<file path="src/rtl/smm_pkg.sv">
// Shared definitions for the single-level Strassen multiplier family:
// element width default, matrix element count, bus width helper and the
// operand loader state encoding.
package smm_pkg;

    localparam int DATAWIDTH_DEFAULT = 32;
    localparam int ELEMS = 16;

    // Width of one packed 4x4 operand bus for a given element width.
    function automatic int bus_width(input int dw);
        return ELEMS * dw;
    endfunction

    localparam int BUSWIDTH = bus_width(DATAWIDTH_DEFAULT);

    typedef enum logic [1:0] {
        COLLECT = 2'd0,
        ISSUE   = 2'd1,
        HOLD    = 2'd2
    } state_t;

endpackage

</file>
<file path="src/rtl/smm_operand_loader_if.sv">
// Element stream in, packed operand buses out. The master side is the
// element source that also observes the operand buses; the slave side is
// the loader itself.
interface smm_operand_loader_if #(
    parameter int DATAWIDTH = smm_pkg::DATAWIDTH_DEFAULT
);
    logic [DATAWIDTH-1:0]                      s_data;
    logic                                      s_valid;
    logic                                      s_ready;
    logic                                      cfg_sel;
    logic [smm_pkg::bus_width(DATAWIDTH)-1:0]  A;
    logic [smm_pkg::bus_width(DATAWIDTH)-1:0]  B;
    logic                                      load;
    logic                                      sel;

    modport master (
        output s_data, s_valid, cfg_sel,
        input  s_ready, A, B, load, sel
    );

    modport slave (
        input  s_data, s_valid, cfg_sel,
        output s_ready, A, B, load, sel
    );
endinterface

</file>
<file path="src/rtl/smm_hold_timer.sv">
// Loadable down-counter. Loaded on start, counts down to zero and flags
// the last counted cycle so the owner can leave its hold state on time.
module smm_hold_timer #(
    parameter int WIDTH = 4
) (
    input  logic             clk,
    input  logic             rst_n,
    input  logic             start,
    input  logic [WIDTH-1:0] load_value,
    output logic             expired
);

    logic [WIDTH-1:0] count_reg;

    // Load on start, otherwise count down and park at zero.
    always_ff @(posedge clk or negedge rst_n) begin
        if (!rst_n) begin
            count_reg <= '0;
        end else if (start) begin
            count_reg <= load_value;
        end else if (count_reg != '0) begin
            count_reg <= count_reg - WIDTH'(1);
        end
    end

    // A count of one means this is the final hold cycle.
    assign expired = (count_reg == WIDTH'(1));

endmodule

</file>
<file path="src/rtl/smm_operand_loader.sv">
// Packs a 32-element stream (A then B, row-major) into the multiplier's two
// 4x4 operand buses, strobes load for one cycle, then refuses input while
// the multiplier's load pipeline captures the held operands.
module smm_operand_loader
    import smm_pkg::*;
#(
    parameter int DATAWIDTH   = DATAWIDTH_DEFAULT,
    parameter int HOLD_CYCLES = 4
) (
    input  logic                  clk,
    input  logic                  rst_n,
    smm_operand_loader_if.slave   bus,
    output logic                  busy,
    output logic [15:0]           frame_count
);

    localparam logic [4:0] LAST_IDX = 5'd31;

    state_t                state_reg;
    state_t                state_next;
    logic [4:0]            idx_reg;
    logic [DATAWIDTH-1:0]  a_slot_reg [ELEMS];
    logic [DATAWIDTH-1:0]  b_slot_reg [ELEMS];
    logic                  sel_reg;
    logic [15:0]           frame_count_reg;

    logic                  s_ready_int;
    logic                  handshake;
    logic                  load_next;
    logic                  timer_start;
    logic                  hold_expired;

    // Ready is forced low while reset is held so nothing is accepted then.
    assign s_ready_int = (state_reg == COLLECT) && rst_n;
    assign handshake   = bus.s_valid && s_ready_int;

    smm_hold_timer #(
        .WIDTH (4)
    ) u_hold_timer (
        .clk        (clk),
        .rst_n      (rst_n),
        .start      (timer_start),
        .load_value (4'(HOLD_CYCLES)),
        .expired    (hold_expired)
    );

    // State register.
    always_ff @(posedge clk or negedge rst_n) begin
        if (!rst_n) begin
            state_reg <= COLLECT;
        end else begin
            state_reg <= state_next;
        end
    end

    // Next-state and strobe decode.
    always_comb begin
        state_next  = state_reg;
        load_next   = 1'b0;
        timer_start = 1'b0;
        case (state_reg)
            COLLECT: begin
                if (handshake && (idx_reg == LAST_IDX)) begin
                    state_next = ISSUE;
                end
            end
            ISSUE: begin
                load_next   = 1'b1;
                timer_start = 1'b1;
                state_next  = HOLD;
            end
            HOLD: begin
                if (hold_expired) begin
                    state_next = COLLECT;
                end
            end
            default: begin
                state_next = COLLECT;
            end
        endcase
    end

    // Element index; wraps 31 -> 0 so the next frame starts at slot 0.
    always_ff @(posedge clk or negedge rst_n) begin
        if (!rst_n) begin
            idx_reg <= '0;
        end else if (handshake) begin
            idx_reg <= idx_reg + 5'd1;
        end
    end

    // Operand slot storage: first 16 elements to A, next 16 to B.
    always_ff @(posedge clk or negedge rst_n) begin
        if (!rst_n) begin
            for (int i = 0; i < ELEMS; i++) begin
                a_slot_reg[i] <= '0;
                b_slot_reg[i] <= '0;
            end
        end else if (handshake) begin
            if (!idx_reg[4]) begin
                a_slot_reg[idx_reg[3:0]] <= bus.s_data;
            end else begin
                b_slot_reg[idx_reg[3:0]] <= bus.s_data;
            end
        end
    end

    // Mode is latched only with the first element of a frame.
    always_ff @(posedge clk or negedge rst_n) begin
        if (!rst_n) begin
            sel_reg <= 1'b0;
        end else if (handshake && (idx_reg == 5'd0)) begin
            sel_reg <= bus.cfg_sel;
        end
    end

    // Issued-frame counter, advanced by the ISSUE cycle and free to wrap.
    always_ff @(posedge clk or negedge rst_n) begin
        if (!rst_n) begin
            frame_count_reg <= '0;
        end else if (state_reg == ISSUE) begin
            frame_count_reg <= frame_count_reg + 16'd1;
        end
    end

    // Slot (r,c) lands at bits [(4r+c)*DATAWIDTH +: DATAWIDTH]; row 0 lowest.
    for (genvar gi = 0; gi < ELEMS; gi++) begin : g_pack
        assign bus.A[gi*DATAWIDTH +: DATAWIDTH] = a_slot_reg[gi];
        assign bus.B[gi*DATAWIDTH +: DATAWIDTH] = b_slot_reg[gi];
    end

    assign bus.s_ready  = s_ready_int;
    assign bus.load     = load_next;
    assign bus.sel      = sel_reg;
    assign busy         = (state_reg != COLLECT);
    assign frame_count  = frame_count_reg;

endmodule

</file>
<file path="src/flat_wrapper.sv">
// flat-port wrapper written by rule: the top's interface ports become plain ports
module smm_operand_loader_flat import smm_pkg::*;
#(
    parameter int DATAWIDTH   = DATAWIDTH_DEFAULT,
    parameter int HOLD_CYCLES = 4
)
  (clk, rst_n, busy, frame_count, bus_s_data, bus_s_valid, bus_cfg_sel, bus_s_ready, bus_A, bus_B, bus_load, bus_sel);
  smm_operand_loader_if #(.DATAWIDTH(DATAWIDTH)) bus_i ();
  input  logic clk;
  input  logic rst_n;
  output logic busy;
  output logic [15:0] frame_count;
  input wire logic [$bits(bus_i.s_data)-1:0] bus_s_data;
  input wire logic [$bits(bus_i.s_valid)-1:0] bus_s_valid;
  input wire logic [$bits(bus_i.cfg_sel)-1:0] bus_cfg_sel;
  output wire logic [$bits(bus_i.s_ready)-1:0] bus_s_ready;
  output wire logic [$bits(bus_i.A)-1:0] bus_A;
  output wire logic [$bits(bus_i.B)-1:0] bus_B;
  output wire logic [$bits(bus_i.load)-1:0] bus_load;
  output wire logic [$bits(bus_i.sel)-1:0] bus_sel;
  assign bus_i.s_data = bus_s_data;
  assign bus_i.s_valid = bus_s_valid;
  assign bus_i.cfg_sel = bus_cfg_sel;
  assign bus_s_ready = bus_i.s_ready;
  assign bus_A = bus_i.A;
  assign bus_B = bus_i.B;
  assign bus_load = bus_i.load;
  assign bus_sel = bus_i.sel;
  smm_operand_loader #(.DATAWIDTH(DATAWIDTH), .HOLD_CYCLES(HOLD_CYCLES)) u_core (.clk(clk), .rst_n(rst_n), .bus(bus_i), .busy(busy), .frame_count(frame_count));
endmodule
</file>
<file path="config.mk">
export PLATFORM = sky130hd
export DESIGN_NAME = smm_operand_loader_flat
export DESIGN_NICKNAME = d
export VERILOG_FILES = /design/src/rtl/smm_pkg.sv /design/src/rtl/smm_operand_loader_if.sv /design/src/rtl/smm_hold_timer.sv /design/src/rtl/smm_operand_loader.sv /design/src/flat_wrapper.sv
export SDC_FILE = /design/constraint.sdc
export NUM_CORES = 1
export LEC_CHECK = 0
export ABC_AREA = 1
export CAP_MARGIN = 10
export CELL_PAD_IN_SITES_DETAIL_PLACEMENT = 2
export CELL_PAD_IN_SITES_GLOBAL_PLACEMENT = 2
export CORE_AREA = 2 2 416 418
export DETAILED_ROUTE_END_ITERATION = 12
export DIE_AREA = 0 0 418 420
export GPL_TIMING_DRIVEN = 0
export PLACE_DENSITY_LB_ADDON = 0.12
export SYNTH_ARGS = -nofsm -noshare
export SYNTH_HDL_FRONTEND = slang
export SYNTH_SLANG_ARGS = --single-unit
</file>
<file path="constraint.sdc">
create_clock -name clk -period 2.5 [get_ports clk]
set_clock_uncertainty 0.1 [all_clocks]
set_input_delay 0.5 -clock clk [delete_from_list [all_inputs] [get_ports clk]]
set_output_delay 0.5 -clock clk [all_outputs]
set_load 0.02 [all_outputs]
</file>
==> results of run 1 <==
[logic make-up after synthesis]
kind of cell	Yosys count	synth area share
fa+ha+maj	9	0.00300
compound gates	1029	0.137
simple gates	1164	0.119
flops	1052	0.701
buf+inv	354	0.0359
xor+xnor	15	0.00350
[metrics by stage]
stage / setup TNS, ns / instances / cell area, um^2
2_1_floorplan: 0 / 3623 / 37500
3_5_place_dp: -1865.67 / 6944 / 51400
3_3_place_gp: - / 6935 / 51100
5_1_grt: -0.0222 / 7200 / 56200
6_report: 0 / 7207 / 56300
4_1_cts: 0 / 7197 / 56100
[cell type report]
| type | instances | area [um^2] | area share |
|---|---|---|---|
| flip-flops and latches | 1052 | 26300 | 0.468 |
| repair buffers | 1115 | 11300 | 0.200 |
| multi-input cells | 2217 | 10000 | 0.178 |
| clock buffers | 200 | 3950 | 0.0701 |
| well taps | 2233 | 2790 | 0.0497 |
| plain buffers | 291 | 1280 | 0.0228 |
| clock inverters | 26 | 350 | 0.00623 |
| inverters | 63 | 239 | 0.00425 |
| diodes | 10 | 25.0 | 0.000445 |
[routing by layer]
metal	vias to the layer above	wire, um
li1	14372	-
met1	17116	85400
met2	857	110000
met3	271	11600
met4	4	9290
met5	-	24
[how the worst max path moves through the flow]
stage / startpoint / end / depth (start not counted)
after floorplan: rst_n / u_core.bus.B[355]$_DFFE_PN0P_ / 7
after global placement: rst_n / u_core.bus.B[411]$_DFFE_PN0P_ / 1
after detailed placement: rst_n / u_core.bus.A[164]$_DFFE_PN0P_ / 9
after CTS: u_core.bus.B[111]$_DFFE_PN0P_ / bus_B[111] / 1
after global routing: u_core.state_reg[1]$_DFFE_PN0P_ / u_core.bus.B[168]$_DFFE_PN0P_ / 8
final: u_core.bus.B[491]$_DFFE_PN0P_ / bus_B[491] / 1
[where the power goes]
part	total, mW	leakage, nW	switching, mW	internal [mW]
Clock	19.4	2.11	7.95	11.5
Combinational	30.5	10.0	18.5	12.0
Sequential	26.9	14.2	3.70	23.2
[synthesized netlist by cell type]
master	n
sky130_fd_sc_hd__nand2_1	1081
sky130_fd_sc_hd__dfrtp_1	1052
sky130_fd_sc_hd__o21ai_1	526
sky130_fd_sc_hd__o21ai_0	500
sky130_fd_sc_hd__clkbuf_1	285
sky130_fd_sc_hd__inv_1	61
sky130_fd_sc_hd__nor2_1	43
sky130_fd_sc_hd__nand2_2	18
sky130_fd_sc_hd__nand3_1	12
sky130_fd_sc_hd__xor2_1	12
sky130_fd_sc_hd__ha_1	9
sky130_fd_sc_hd__buf_2	4
sky130_fd_sc_hd__nand4_1	4
sky130_fd_sc_hd__xnor2_1	3
sky130_fd_sc_hd__a21oi_1	2
sky130_fd_sc_hd__buf_6	2
sky130_fd_sc_hd__inv_2	2
sky130_fd_sc_hd__nand3b_1	2
sky130_fd_sc_hd__nor2_4	2
sky130_fd_sc_hd__nand4_4	1
sky130_fd_sc_hd__nor3_1	1
sky130_fd_sc_hd__o22ai_1	1
[placed cells by master (no fill, tap or decap), drive strengths merged, types with 3 or more instances in the layout]
cell / count
xor2: 12
clkdlybuf4s50: 814
nand4: 5
dlygate4sd3: 8
clkinv: 10
nand2: 1099
ha: 9
dlygate4sd2: 246
bufinv: 6
o21ai: 1026
dlymetal6s2s: 16
nand3: 12
bufbuf: 5
inv: 72
xnor2: 3
diode: 10
dfrtp: 1052
nor2: 45
clkbuf: 466
buf: 50
[repair_timing]
item | 4_1_cts | 5_1_grt
pin swaps | 3 | 0
gates resized for setup | 376 | 109
setup endpoints to repair | 1273 | 263
cloned | 5 | 0
setup buffers | 6 | 0
endpoints found under the hold margin | 281 | 73
==> results by stage, run 1 <==
Clock tree:
- After clock tree synthesis, the clock-pin slew on the worst setup and hold paths is 0.06 ns.
- At the later pin of the worst-skew pair, clock insertion delay measures 0.76 ns.
- The longest clock path from root to sink contains 3 buffers.
- The sink count of the clock tree is 1052.
- The number of hold buffers added after CTS was 16.
- Clock tree synthesis inserted a total of 134 buffers.
- TritonCTS built the clock tree.
- The H-tree was split into 4 levels.
- The cell at the root of the clock tree is sky130_fd_sc_hd__clkbuf_16.

Layout:
- The net total in the final layout is 4919.
- The layout overhead on the synthesized area is 49.8%.
- For this run, the share of the core covered by cells in the final layout is 0.329.
- The number of inserted filler cells in the final layout is 18537.
- Of the cells placed in the final design, the portion with a size suffix greater than 1 is 0.0759.

Timing:
- The relative slew slack is 0.183.
- The final-report max-slew violation count was 0.
- In the post-route analysis, the smallest setup slack over all paths is 0.0674 ns.
- Setup repair after global routing could not meet its margin everywhere.
- The transition at the pin with the smallest max-transition slack is 1.23 ns.
- Of the available clock period, the critical path in the final layout requires 0.973.
- The final setup violation count is 0.
- Across all hold checks on the routed design, the worst slack comes to -0.197 ns.
- The number of failing hold endpoints at the final stage is 72.
- After layout, the minimum clock period comes to 2.43 ns.
- The highest attainable clock frequency is 411 MHz.

Yosys:
- The average instance area after synthesis is 10.4 um^2.
- Counting every net in the synthesized netlist gives 3668.
- In this run the cell area of the synthesized design comes to 37500 um^2.
- The number of cells produced by synthesis is 3623.
- The count of different cell masters after synthesis is 22.
- After synthesis the netlist holds a flip-flop and latch count of 1052.
- After synthesis, the cell types taking the most area are sky130_fd_sc_hd__dfrtp_1, sky130_fd_sc_hd__nand2_1, sky130_fd_sc_hd__o21ai_1, sky130_fd_sc_hd__o21ai_0, sky130_fd_sc_hd__clkbuf_1.
- The library cell with the largest summed area after synthesis is sky130_fd_sc_hd__dfrtp_1.
- The share of synthesized area occupied by flip-flops and latches is 0.701.
- The number of warnings printed during yosys synthesis is 0.
- The fraction of post-synthesis cell area in the top cell type by area is 0.701.

Placement:
- The routability congestion estimate is 0.815.
- The count of buffers added on input and output ports is 1079.
- OpenSTA, run right after detailed placement, puts the worst setup slack at -2.14 ns.
- The final HPWL from detailed placement is 160000 um.

Worst setup path:
- The largest individual stage delay along the critical path comes from the cell sky130_fd_sc_hd__clkdlybuf4s50_1.
- The sum of buffers and inverters on the critical path is 1.
- Counting cells, the worst reg-to-reg path comes to 8.
- STA classifies the critical path startpoint as a register.
- The type of the worst setup path is register to output port.
- The signal on the critical path passes through clkdlybuf4s50_1.
- For this run, the slowest stage of the critical path takes 0.75 ns.
- The type of element capturing the critical path is an output port.
- Setup slack on the worst reg-to-reg path comes out at 0.14 ns.
- The destination of the worst register-to-register timing path is u_core.bus.B[280]$_DFFE_PN0P_.
- In this run the critical register-to-register path is launched from u_core.state_reg[1]$_DFFE_PN0P_.
- Along the worst path, the maximum fanout reaches 2.
- The required arrival time at the worst endpoint is 1.90 ns.
- The endpoint arrival time on the critical path is 1.83 ns.
- The cell family contributing the most delay on the critical path is buffers and inverters.

Floorplanning:
- The die width is 418 um.
- The core region is 171000 um^2.
- The die covers 176000 um^2.
- 1080 I/O pins were placed.
- In this run the vertical extent of the chip is 420 um.
- The row count is 152.
- The initial utilization of the core area, before any placement, comes to 0.220.

Drt:
- The initial detailed-routing violation count is 1953.
- The total via count in the routed design is 32620.
- The count of unresolved DRC violations after routing is 0.
- Using the TritonRoute via totals, the vias-per-cell ratio works out to 4.53.
- After detailed routing, the average wire length per cell comes to 30.0 um.
- The post-route antenna net violation count is 0.
- The final routed wirelength across all metal layers is 216000 um.
- The number of detailed-routing iterations run before antenna repair is 5.

GRT:
- For met3 alone, demand over resource in global routing was 0.0591.
- In the global route stage, overall resource usage came out at 0.243.
- The remaining global-route overflow is 0.
- The first global-routing pass estimated 297000 um of wire.
- Entering global routing, the biggest net connects 145 pins.
- The via count of the first global-routing pass was 34718.
- For met2 alone, demand over resource in global routing was 0.424.
- The number of antenna violations at the first check in global routing was 24.
- The busiest metal layer after global routing is met2.
- The routing usage on met1 is 0.285.

Power:
- The worst-case IR drop observed on VDD is 0.684 mV.
- For this design the ratio of total power to cell area is 1370 nW/um^2.
- The leakage component of the power is 26.3 nW.
- The design draws 76.8 mW.

Hold path:
- The tightest min-delay check is of the input pin to async pin type.

Outcome:
- The checks that failed: hold timing.
- The flow ran to the end, but the final reports show violations.

Job:
- The tool flagged a number of max-cap violations equal to 0.
Power figures use the tool's default switching activity.
==> inputs of run 2 (changes only) <==
--- a/config.mk
+++ b/config.mk
@@ -6,13 +6,15 @@
 export NUM_CORES = 1
 export LEC_CHECK = 0
 export ABC_AREA = 1
-export CAP_MARGIN = 10
+export CAP_MARGIN = 5
 export CELL_PAD_IN_SITES_DETAIL_PLACEMENT = 2
 export CELL_PAD_IN_SITES_GLOBAL_PLACEMENT = 2
 export CORE_AREA = 2 2 416 418
+export CTS_CLUSTER_DIAMETER = 200
 export DETAILED_ROUTE_END_ITERATION = 12
 export DIE_AREA = 0 0 418 420
 export GPL_TIMING_DRIVEN = 0
+export HOLD_SLACK_MARGIN = 0.15
 export PLACE_DENSITY_LB_ADDON = 0.12
 export SYNTH_ARGS = -nofsm -noshare
 export SYNTH_HDL_FRONTEND = slang
==> results by stage, run 2 (synthesis results as in run 1) <==
GRT:
- The global-route wire length before repair is 298000 um (was 297000 um).
- The remaining global-route overflow is 0 (unchanged).
- The overall routing resource usage came to 0.243 (about the same).
- The pin count of the biggest net entering global routing is 145 (unchanged).
- The via count of the first global-routing pass is 34956 (was 34718).
- The number of antenna violations at the first check in global routing is 22 (was 24).

Worst setup path:
- The slack of the worst reg-to-reg path is 0.16 ns (was 0.14 ns).
- The startpoint kind of the worst setup timing path is a register (unchanged).
- The critical path depth is 1 (unchanged).
- The sum of buffers and inverters on the critical path came to 1 (unchanged).
- The largest delay contributor family on the critical path is buffers and inverters (unchanged).
- The endpoint arrival time on the critical path is 1.83 ns (about the same).
- The count of cells along the worst register-to-register path is 7 (was 8).
- Cell-by-cell listing of the critical path: clkdlybuf4s50_1 (unchanged).
- The biggest cell delay along the critical path is 0.72 ns (was 0.75 ns).
- The worst-path cell with the longest stage delay is sky130_fd_sc_hd__clkdlybuf4s50_1 (unchanged).
- The start point of the critical path is u_core.bus.A[465]$_DFFE_PN0P_ (was u_core.bus.B[491]$_DFFE_PN0P_).
- The type of element capturing the critical path is an output port (unchanged).
- The type of the worst setup path is register to output port (unchanged).
- The highest fanout seen on the critical path is 2 (unchanged).
- The destination of the worst register-to-register timing path is u_core.bus.B[329]$_DFFE_PN0P_ (was u_core.bus.B[280]$_DFFE_PN0P_).
- The worst setup path endpoint is bus_A[465] (was bus_B[491]).
- The launching point of the worst reg2reg path is u_core.state_reg[1]$_DFFE_PN0P_ (unchanged).
- The required arrival time at the worst endpoint is 1.90 ns (about the same).

Drt:
- The final routed wirelength across all metal layers is 216000 um (about the same).
- The average wire per cell in the routed design is 30.0 um (about the same).
- The number of detailed-routing iterations run before antenna repair is 5 (unchanged).
- The post-route antenna net violation count is 0 (unchanged).
- The total via count in the routed design is 32744 (was 32620).
- The count of unresolved DRC violations after routing is 0 (unchanged).
- The initial detailed-routing violation count is 1939 (was 1953).
- The per-cell via count in the routed design was 4.54 (was 4.53).

Clock tree:
- The maximum buffer depth of the clock tree is 3 (unchanged).
- The clock transition time at the flip-flop clock pins of the worst setup and hold paths is 0.06 ns (about the same).
- The latest clock arrival within the worst-skew pair is 0.76 ns (about the same).
- The TritonCTS clock tree is built (unchanged).
- The sink count of the clock tree is 1052 (unchanged).
- The TritonCTS buffer count was 134 (unchanged).
- The cell at the root of the clock tree is sky130_fd_sc_hd__clkbuf_16 (unchanged).
- The number of H-tree branching levels was 4 (unchanged).

Placement:
- The final HPWL from detailed placement is 159000 um (was 160000 um).
- The routability congestion estimate came to 0.815 (unchanged).
- The placed standard-cell area is 51400 um^2 (about the same).
- The number of input and output port buffers inserted is 1079 (unchanged).

Layout:
- The area of combinational cells with multiple inputs is 10000 um^2 (about the same).
- The end-of-flow core utilization is 0.329 (about the same).
- The net total in the final layout was 4919 (unchanged).
- The final cell area excluding filler cells is 56300 um^2 (about the same).
- The leading cell type in the layout, fill and taps excluded is sky130_fd_sc_hd__nand2_1 (unchanged).
- The number of inserted filler cells in the final layout is 18565 (was 18537).
- The area used by sequential logic in the layout is 26300 um^2 (unchanged).
- Most frequent cells in the layout: sky130_fd_sc_hd__nand2_1, sky130_fd_sc_hd__dfrtp_1, sky130_fd_sc_hd__clkdlybuf4s50_1 (unchanged).
- The layout overhead on the synthesized area is 50.0% (was 49.8%).
- The fraction of final layout cells sized beyond drive strength 1 is 0.0738 (was 0.0759).

Power:
- The post-route total power is 76.8 mW (about the same).
- The net switching power is 30.2 mW (was 30.1 mW).
- The worst vdd rail ir drop was 0.639 mV (was 0.684 mV).
- The share of total power in the clock network is 0.254 (was 0.253).
- The sequential power share is 0.350 (about the same).
- The fraction of power spent switching nets is 0.393 (was 0.392).
- The power density over the cells came to 1360 nW/um^2 (was 1370 nW/um^2).
- The internal power consumption is 46.6 mW (was 46.7 mW).
- The fraction of power consumed by combinational cells was 0.397 (about the same).
- The leakage component of the power is 26.4 nW (was 26.3 nW).

Timing:
- The relative slew slack was 0.189 (was 0.183).
- Unrepaired setup endpoints after global routing: no (was yes).
- The post-route fraction of the period consumed by the critical path is 0.972 (was 0.973).
- The highest attainable clock frequency is 412 MHz (was 411 MHz).
- The transition at the pin with the smallest max-transition slack was 1.22 ns (was 1.23 ns).
- The time the worst path needs with I/O delays and setup is 2.43 ns (about the same).
- The final hold slack is -0.0392 ns (was -0.197 ns).
- The setup total negative slack came to 0 ns (unchanged).
- The number of failing hold endpoints at the final stage is 6 (was 72).
- The final-report max-slew violation count is 0 (unchanged).
- The final setup violation count is 0 (unchanged).

Floorplanning:
- The row count was 152 (unchanged).
- The core area is 171000 um^2 (unchanged).
- The die height is 420 um (unchanged).
- The die width was 418 um (unchanged).
- The starting utilization of the core area is 0.220 (unchanged).
- The full die area is 176000 um^2 (unchanged).
- The top-level I/O count came to 1080 (unchanged).

Outcome:
- Outcome: complete, but fails checks (unchanged).
- Violations in the final reports: hold timing (unchanged).

Job:
- The number of max-cap violations came to 0 (unchanged).

Hold path:
- The worst min-delay path class is input pin to async pin (unchanged).
[run 2: cell type report]
type | instances | area share
multi-input combinational | 2217 | 0.178
tap | 2233 | 0.0496
buffer | 291 | 0.0228
antenna | 6 | 0.000267
clock buffer | 207 | 0.0715
timing repair buffer | 1115 | 0.201
inverter | 63 | 0.00424
sequential | 1052 | 0.467
clock inverter | 25 | 0.00513
[run 2: per-stage QoR]
step           hold slack, ns  std cells  worst slack, ns
6_report              -0.0392       7209           0.0711
5_1_grt               0.00581       7204         0.000858
4_1_cts               -0.0365       7202         0.000169
3_5_place_dp            0.369       6943            -2.04
3_3_place_gp            0.365       6935           -53.51
2_1_floorplan           0.104       3623            0.741
[run 2: repair_timing]
action                      CTS  global route
gates resized for setup     405            33
pin swaps                     3             0
cloned                        4             0
hold endpoints to repair    405           131
setup endpoints to repair  1278            37
hold buffers                 17             1
setup buffers                 6             0
[run 2: layer usage]
layer | part of all wire | GRT usage
met3 | 0.053 | 0.0593
met4 | 0.045 | 0.105
met5 | 0.00011 | 0
met2 | 0.51 | 0.423
met1 | 0.39 | 0.283
[run 2: worst min path at each step]
stage / from / endpoint
after global routing: rst_n / u_core.bus.A[178]$_DFFE_PN0P_
after CTS: rst_n / u_core.bus.A[176]$_DFFE_PN0P_
final: rst_n / u_core.bus.A[178]$_DFFE_PN0P_
after global placement: u_core.bus.B[63]$_DFFE_PN0P_ / u_core.bus.B[63]$_DFFE_PN0P_
after detailed placement: u_core.bus.sel$_DFFE_PN0P_ / u_core.bus.sel$_DFFE_PN0P_
after floorplan: rst_n / u_core.bus.A[0]$_DFFE_PN0P_
[run 2: power groups by stage]
| stage | Sequential [mW] | Combinational [mW] | Clock, mW |
|---|---|---|---|
| floorplan | 34.0 | 5.41 | 0 |
| global placement | 27.0 | 30.5 | 0 |
| detailed placement | 27.1 | 31.6 | 0 |
| CTS | 26.9 | 31.1 | 20.0 |
| global route | 27.6 | 32.4 | 20.6 |
| finish | 26.9 | 30.5 | 19.5 |
